$ cat config.mk
export PLATFORM = sky130hd
export DESIGN_NAME = shift_reg_universal
export DESIGN_NICKNAME = d
export VERILOG_FILES = /design/src/rtl/shift_reg_pkg.sv /design/src/rtl/shift_burst_ctrl.sv /design/src/rtl/shift_reg_universal.sv
export SDC_FILE = /design/constraint.sdc
export NUM_CORES = 1
export LEC_CHECK = 0
export ABC_AREA = 0
export CAP_MARGIN = 20
export CORE_UTILIZATION = 49
export DETAILED_ROUTE_END_ITERATION = 12
export PLACE_DENSITY_LB_ADDON = 0.1
export SYNTH_ARGS = -nofsm -noshare
export SYNTH_HDL_FRONTEND = slang
export SYNTH_SLANG_ARGS = --single-unit
$ cat constraint.sdc
create_clock -name clk -period 2.15 [get_ports clk]
set_input_delay 0.43 -clock clk [delete_from_list [all_inputs] [get_ports clk]]
set_output_delay 0.43 -clock clk [all_outputs]
set_load 0.05 [all_outputs]
$ cat src/rtl/shift_reg_pkg.sv
// Shared definitions for the universal shift register: mode codes, burst FSM
// states and the single-step next-value function used by every update path.
package shift_reg_pkg;

  localparam int unsigned MODE_W = 3;
  localparam int unsigned MAX_W  = 64;

  localparam logic [MODE_W-1:0] MODE_HOLD = 3'b000;
  localparam logic [MODE_W-1:0] MODE_SHL  = 3'b001;
  localparam logic [MODE_W-1:0] MODE_SHR  = 3'b010;
  localparam logic [MODE_W-1:0] MODE_LOAD = 3'b011;
  localparam logic [MODE_W-1:0] MODE_ROL  = 3'b100;
  localparam logic [MODE_W-1:0] MODE_ROR  = 3'b101;
  localparam logic [MODE_W-1:0] MODE_ASR  = 3'b110;

  typedef enum logic {
    ST_IDLE = 1'b0,
    ST_RUN  = 1'b1
  } burst_state_e;

  // One operation on a width-bit value carried zero-extended in MAX_W bits.
  function automatic logic [MAX_W-1:0] next_q(
    input logic [MAX_W-1:0]  q,
    input logic [MODE_W-1:0] mode,
    input logic [MAX_W-1:0]  d,
    input logic              sin_l,
    input logic              sin_r,
    input int unsigned       width
  );
    logic [MAX_W-1:0] mask;
    logic [MAX_W-1:0] msb_bit;
    logic [MAX_W-1:0] res;
    logic             msb;
    mask    = (width >= MAX_W) ? '1 : ((MAX_W'(1) << width) - MAX_W'(1));
    msb_bit = MAX_W'(1) << (width - 1);
    msb     = q[6'(width - 1)];
    res     = q;
    case (mode)
      MODE_SHL:  res = (q << 1) | MAX_W'(sin_r);
      MODE_SHR:  res = (q >> 1) | (sin_l ? msb_bit : '0);
      MODE_LOAD: res = d;
      MODE_ROL:  res = (q << 1) | MAX_W'(msb);
      MODE_ROR:  res = (q >> 1) | (q[0] ? msb_bit : '0);
      MODE_ASR:  res = (q >> 1) | (msb ? msb_bit : '0);
      default:   res = q;
    endcase
    return res & mask;
  endfunction

endpackage

$ cat src/rtl/shift_burst_ctrl.sv
// Burst sequencer: owns the step counter, IDLE/RUN FSM, busy and done, and
// tells the datapath when to step and with which mode.
module shift_burst_ctrl
  import shift_reg_pkg::*;
#(
  parameter int unsigned WIDTH = 8,
  parameter int unsigned CNT_W = $clog2(WIDTH) + 1
) (
  input  logic              clk,
  input  logic              reset_n,
  input  logic              en,
  input  logic [MODE_W-1:0] mode,
  input  logic              start,
  input  logic [CNT_W-1:0]  count,
  output logic              busy,
  output logic              done,
  output logic              step_en_c,
  output logic [MODE_W-1:0] step_mode_c
);

  burst_state_e      state_q, state_d;
  logic [CNT_W-1:0]  cnt_q, cnt_d;
  logic [MODE_W-1:0] mode_q, mode_d;
  logic              done_q, done_d;
  logic              start_ok_c;

  // A start is only honoured for counts in 1..WIDTH.
  assign start_ok_c = start && (count != '0) && (count <= CNT_W'(WIDTH));

  // Next-state, counter and step strobe; the first burst step shares the start edge.
  always_comb begin
    state_d     = state_q;
    cnt_d       = cnt_q;
    mode_d      = mode_q;
    done_d      = 1'b0;
    step_en_c   = 1'b0;
    step_mode_c = mode;
    case (state_q)
      ST_IDLE: begin
        if (start_ok_c) begin
          step_en_c = 1'b1;
          mode_d    = mode;
          cnt_d     = count - CNT_W'(1);
          if (count == CNT_W'(1)) begin
            done_d = 1'b1;
          end else begin
            state_d = ST_RUN;
          end
        end else if (en) begin
          step_en_c = 1'b1;
        end
      end
      ST_RUN: begin
        step_en_c   = 1'b1;
        step_mode_c = mode_q;
        cnt_d       = cnt_q - CNT_W'(1);
        if (cnt_q == CNT_W'(1)) begin
          state_d = ST_IDLE;
          done_d  = 1'b1;
        end
      end
      default: state_d = ST_IDLE;
    endcase
  end

  // Controller state registers.
  always_ff @(posedge clk or negedge reset_n) begin
    if (!reset_n) begin
      state_q <= ST_IDLE;
      cnt_q   <= '0;
      mode_q  <= MODE_HOLD;
      done_q  <= 1'b0;
    end else begin
      state_q <= state_d;
      cnt_q   <= cnt_d;
      mode_q  <= mode_d;
      done_q  <= done_d;
    end
  end

  assign busy = (state_q == ST_RUN);
  assign done = done_q;

endmodule

$ cat src/rtl/shift_reg_universal.sv
// WIDTH-bit universal shift register with single-step and burst operation.
// Optional registered parity output enabled by SHIFT_REG_UNIVERSAL_PARITY_EN.
module shift_reg_universal
  import shift_reg_pkg::*;
#(
  parameter int unsigned  WIDTH = 8,
  localparam int unsigned CNT_W = $clog2(WIDTH) + 1
) (
  input  logic              clk,
  input  logic              reset_n,
  input  logic              en,
  input  logic [MODE_W-1:0] mode,
  input  logic [WIDTH-1:0]  d,
  input  logic              sin_l,
  input  logic              sin_r,
  input  logic              start,
  input  logic [CNT_W-1:0]  count,
  output logic [WIDTH-1:0]  q,
  output logic              sout_msb,
  output logic              sout_lsb,
  output logic              busy,
  output logic              done
`ifdef SHIFT_REG_UNIVERSAL_PARITY_EN
  ,
  output logic              parity
`endif
);

  logic [WIDTH-1:0]  q_q, q_d;
  logic              step_en_c;
  logic [MODE_W-1:0] step_mode_c;

  shift_burst_ctrl #(
    .WIDTH (WIDTH),
    .CNT_W (CNT_W)
  ) u_ctrl (
    .clk         (clk),
    .reset_n     (reset_n),
    .en          (en),
    .mode        (mode),
    .start       (start),
    .count       (count),
    .busy        (busy),
    .done        (done),
    .step_en_c   (step_en_c),
    .step_mode_c (step_mode_c)
  );

  // Apply the selected operation whenever the controller strobes a step.
  always_comb begin
    q_d = q_q;
    if (step_en_c) begin
      q_d = WIDTH'(next_q(MAX_W'(q_q), step_mode_c, MAX_W'(d), sin_l, sin_r, WIDTH));
    end
  end

  // Data register.
  always_ff @(posedge clk or negedge reset_n) begin
    if (!reset_n) begin
      q_q <= '0;
    end else begin
      q_q <= q_d;
    end
  end

`ifdef SHIFT_REG_UNIVERSAL_PARITY_EN
  logic parity_q;

  // Parity of the value being written, aligned with q.
  always_ff @(posedge clk or negedge reset_n) begin
    if (!reset_n) begin
      parity_q <= 1'b0;
    end else begin
      parity_q <= ^q_d;
    end
  end

  assign parity = parity_q;
`endif

  assign q        = q_q;
  assign sout_msb = q_q[WIDTH-1];
  assign sout_lsb = q_q[0];

endmodule
# Yosys cells after proc, flatten, opt, wreduce, memory -nomap -nowiden
# Cells that the tools add are included.
word_totals:
  elab_cells: 47
  register_bits: 17
  output_inout_bits: 12
  inputBits: 21
classes:
  n_mux: 18
  eq_ne: 9
  bitwise_logic: 6
  magnitude_cmp: 1
  n_reduce_logical: 6
  add_sub_neg: 2
ops:
  columns: ["op", "count"]
  rows:
  - ["8-bit case mux with 6 select lines", 1]
  - ["8-bit two-way mux", 3]
  - ["7-bit by 8-bit bitwise OR with 8-bit output", 3]
  - ["8-bit by 1-bit bitwise OR with 8-bit output", 2]
  - ["3-bit == test (second input constant)", 3]
  - ["4-bit by 1-bit == test with 1-bit output (second input constant)", 2]
  - ["1-bit two-way mux", 8]
  - ["4-bit case mux with 2 select lines", 1]
  - ["4-bit by 1-bit subtractor with 4-bit output (second input constant)", 2]
  - ["3-bit by 2-bit == test with 1-bit output (second input constant)", 2]
  - ["1-bit case mux with 2 select lines", 3]
  - ["6-bit nonzero test", 1]
  - ["4-bit less-or-equal comparator (second input constant)", 1]
  - ["4-bit two-way mux", 1]
  - ["2-bit AND reduction", 2]
  - ["4-bit nonzero test", 1]
  - ["3-bit by 1-bit == test with 1-bit output (second input constant)", 1]
  - ["3-bit two-way mux", 1]
  - ["1-bit logical AND", 2]
  - ["2-bit by 1-bit != test with 1-bit output (second input constant)", 1]
  - ["1-bit NOT", 1]

# Depth between registers and ports, before layout
logic_depth:
  depth_word: 6
  depth_mapped: 7
  ltp_nobuf: 6

# Hierarchy
# From an unflattened synthesis, not the netlist that was laid out.
unflattened:
  cells_unflattened: 129
  area_unflattened_um2: 1328.8
by_module_without_submodules:
  columns: ["module", "instances", "seq_area_each_um2", "area_each_um2", "cells_each"]
  rows:
  - ["shift_reg_universal", 1, 200.2, 709.4, 72]
  - ["shift_burst_ctrl", 1, 225.2, 619.3, 57]

# Least setup slack after synthesis
# Ideal clock, no wire load.
synth_path:
  path_kind: "flip-flop to flip-flop"
  startpoint: "register u_ctrl.state_q (netlist: u_ctrl.busy)"
  endpoint: "register q_q[0] (netlist: q[0])"
  path_buffers: 2
  arrival_ps: 2073
  stages_incl_launch_ff: 7
  setup_slack_ps: -47
  setup_time_ps: 124
  synth_period_minus_slack_ps: 2197
  required_time_ps: 2026
  cell_sequence: "dfrtp_1 buf_6 mux2i_4 nor3_2 or3_1 buf_6 o31a_1"
synth_between:
  elab_chain_len: 4
  elab_cells_between_ends: 12
  classes_between: "eq/ne (6); mux (3); bitwise (1); reduce/logical (2)"
synth_rtl:
  columns: ["element", "line_no", "rtl"]
  rows:
  - ["start, declared", "shift_burst_ctrl.sv:21", "burst_state_e state_q, state_d;"]
  - ["start signal, assigned", "shift_burst_ctrl.sv:74", "state_q <= state_d;"]
  - ["3-bit two-way mux", "shift_burst_ctrl.sv:38", "case (state_q)"]
  - ["3-bit == test (tied with other cells)", "shift_reg_pkg.sv:38", "case (mode)"]
  - ["6-bit nonzero test (no source line)", null, null]
  - ["2-bit AND reduction (no source line)", null, null]
  - ["end signal, assigned", "shift_reg_universal.sv:62", "q_q <= q_d;"]
  - ["end, declared", "shift_reg_universal.sv:29", "logic [WIDTH-1:0] q_q, q_d;"]
# Several ways; a longest one is shown, not always the timed one.
# A chain may end at the register's enable or synchronous reset.

# Worst setup path after layout
layout_path:
  startpoint: "input count[0]"
  endpoint: "register q_q[4] (netlist: q[4])"
layout_between:
  elab_chain_len: 6
  elab_cells_between_ends: 7
  classes_between: "order compare (1); mux (2); reduce/logical (4)"
layout_rtl:
  columns: ["element", "line_no", "rtl"]
  rows:
  - ["start, declared", "shift_reg_universal.sv:17", "input logic [CNT_W-1:0] count,"]
  - ["branches (longest 2 deep; another with 4-bit less-or-equal comparator)", null, null]
  - ["1-bit logical AND *", "shift_burst_ctrl.sv:28", "assign start_ok_c = start && (count != '0) && (count <= CNT_W'(WIDTH));"]
  - ["1-bit two-way mux *", "shift_burst_ctrl.sv:40", "if (start_ok_c) begin"]
  - ["1-bit case mux with 2 select lines *", "shift_burst_ctrl.sv:38", null]
  - ["2-bit AND reduction (no source line) *", null, null]
# Every way passes the cells marked *.

==> key figures <==
Clocking
  • Clock Sinks: 17
  • CTS tree: built
  • Worst-Skew Late Latency: 0.29 ns
  • CTS buffer count: 3
  • Hold_buf cts: 0
  • Clock root buffer master: clkbuf_4
  • Max Buffers Root-to-Sink: 2
  • Worst-path clk slew: 0.11 ns
  • Max H-tree Level: 1

Die
  • IO Count: 33
  • Row count: 18
  • Die ar.: 2960 um^2
  • Starting Density: 52.8%
  • Core outline area: 2540 um^2
  • Die Y: 54.4 um
  • Die width: 54.4 um

Pwr
  • Peak supply drop: 0.00150 V
  • Tot Pwr: 3.19 mW
  • Pwr/cell area: 1680 nW/um^2
  • Leak pwr: 0.803 nW

GRT
  • GR Util met2: 41.3%
  • Met3 usage: 4.44%
  • Global-route wire length before repair: 5330 um
  • Initial antenna violation count: 0
  • Pin count of the biggest net entering global routing: 13
  • Busiest grt layer: met2
  • Global route overflow: 0
  • GRT met1 Usage: 34.6%
  • Vias in the first global route: 1196
  • Total Routing Usage GR: 25.5%

Timing
  • Final setup fails: 0
  • Slew at the pin closest to its max-slew limit: 0.503 ns
  • Hold WS: 0.435 ns
  • Final worst path period need: 2.08 ns
  • Fin. max-slew vios: 0
  • Final worst-path cycle share: 96.6%
  • Final setup margin: 0.0737 ns
  • FMAX: 482 MHz
  • Relative slew slack: 66.4%
  • Final clock skew: 0.00661 ns
  • Unrepaired setup endpoints after global routing: no
  • Hold Vio Cnt, Final: 0

Setup path
  • Cells on worst reg2reg path: 5
  • Slowest stage delay, CP: 0.44 ns
  • Startpoint Class: primary input
  • Worst path bufs/invs: 3
  • Critical path class: primary input to flip-flop
  • Data required, critical path: 2.35 ns
  • CP max stage cell: clkdlybuf4s50_1
  • Crit-path max FO: 4
  • Crit-path cells: clkdlybuf4s50_1 > inv_2 > ha_2 > and4b_2 > a2111oi_4 > or3_4 > buf_4 > o31ai_2
  • CP delay by family, top: simple AND/OR/NAND/NOR gates
  • Crit path DAT: 2.28 ns
  • CP endpoint kind: flip-flop
  • Levels on crit path: 8

Placed design
  • IO buf count: 32
  • Cells after DPL: 214
  • GPL Wtd Cong: 0.846
  • Post-DP Area: 1850 um^2
  • DP Worst Slack: -0.338 ns
  • Post-DP HPWL: 2630 um

Yosys
  • EDFF count, synth: 0
  • Cells after synthesis: 132
  • FF+latch count, synth: 17
  • Synth cell types: 40
  • Count leader, synth: dfrtp_1
  • Synth Flop Type: dfrtp_1
  • Synth warn: 0
  • Net count after synthesis: 157
  • Ys async rst share: 100%
  • Mapped cell area: 1340 um^2
  • Syn Area/Cell: 10.2 um^2
  • Synth area leader: dfrtp_1
  • Yosys top cell area share: 31.7%
  • Synth area leaders: dfrtp_1 (32%), mux2_2 (10%), o31ai_2 (5.6%)
  • Sequential fraction of the synthesis area: 31.7%
  • Top post-synthesis cells by count: dfrtp_1 (17), mux2_2 (12), a21oi_1 (10)

Min path
  • HP Class: primary input to async pin

Detailed routing
  • Drt pass-1 iters: 4
  • Residual DRC count: 0
  • Avg Vias per Cell: 5.76
  • ANT nets after route: 0
  • Average wire per standard cell: 15.2 um
  • WL final: 3310 um
  • Routed vias: 1255
  • DRT iter0 DRCs: 22

Finish
  • Area grow syn2layout: 40.9%
  • ANT cells: 0
  • Final cell count without fillers: 218
  • Cell area after layout: 1890 um^2
  • Share of cells above drive strength 1: 31.4%
  • Fin nets: 214

Outcome
  • Run status: finished clean

Job
  • Max_cap viols: 0
## layout by cell type (no fill, tap or decap), drive strengths merged
cell type,count
nand2,6
nor2b,1
a2bb2oi,1
a32oi,1
clkbuf,4
o211ai,1
nand3,7
and3,1
a2111oi,1
inv,5
a21o,1
dfrtp,17
nor4,2
o31a,1
nor2,4
mux2,13
mux2i,8
nor3,4
o31ai,13
nand2b,2
ha,4
buf,27
xnor2,1
clkdlybuf4s50,31
and4,1
a21oi,10
and4b,1
o22ai,6
o21ai,4
xor2,2
nand4,4
or3,3
a22o,1
## routing by layer
| metal | share of wire, % | routed length, um |
|---|---|---|
| met4 | 0.60 | 20 |
| met3 | 4.8 | 159 |
| met1 | 48 | 1580 |
| met5 | 0 | 0 |
| met2 | 47 | 1550 |
## registers in the layout, summed over array words and instances (netlist names)
name	flops
u_ctrl.done	1
q	8
u_ctrl.busy	1
u_ctrl.mode_q	3
u_ctrl.cnt_q	4
## logic make-up after synthesis
kind of cell / Yosys count / share of synthesized area, %
AOI/OAI and AO/OA: 40 / 23.3
xor gates and xnor gates: 3 / 1.96
adders and majority gates: 4 / 3.72
buffers and inverters: 11 / 4.84
DFF: 17 / 31.7
muxes: 21 / 19.0
and+or+nand+nor: 36 / 15.5
## cell type report
type / instances / area, um^2
Clock buffer: 4 / 26.3
Tap cell: 30 / 37.5
Sequential cell: 17 / 427
Inverter: 5 / 18.8
Timing Repair Buffer: 58 / 513
Multi-Input combinational cell: 104 / 871
Fill cell: 199 / 652
## what timing repair did
action                                  CTS  global route
pin swaps                                 0             1
buffers inserted                          0             0
resized for setup                         2             3
endpoints found under the setup margin    2             5
## final timing paths
| kind | end | slack [ns] | startpoint |
|---|---|---|---|
| worst max-delay path | q[4] | 0.07 | count[0] |
| worst min-delay path | u_ctrl.cnt_q[3] | 0.43 | reset_n |
| worst max register to register | q[5] | 0.31 | u_ctrl.busy |
| worst min register to register | u_ctrl.cnt_q[0] | 0.56 | u_ctrl.cnt_q[0] |
| max in group asynchronous | u_ctrl.done | 1.23 | reset_n |
| min in group clk | u_ctrl.cnt_q[0] | 0.56 | u_ctrl.cnt_q[0] |
## metrics by stage
step	util [%]	setup TNS, ns
after floorplan	-	0
after global placement	72.7	-1.86
after detailed placement	72.7	-2.80
after CTS	73.9	0
after global routing	74.4	0
final	74.4	0
## power by group
group	switching [mW]	leakage [nW]	internal (mW)
logic	1.23	0.587	1.06
registers	0.228	0.201	0.495
clock network	0.104	0.0150	0.0720
total	1.56	0.803	1.62
No activity file was read; power rests on OpenSTA's default activity.
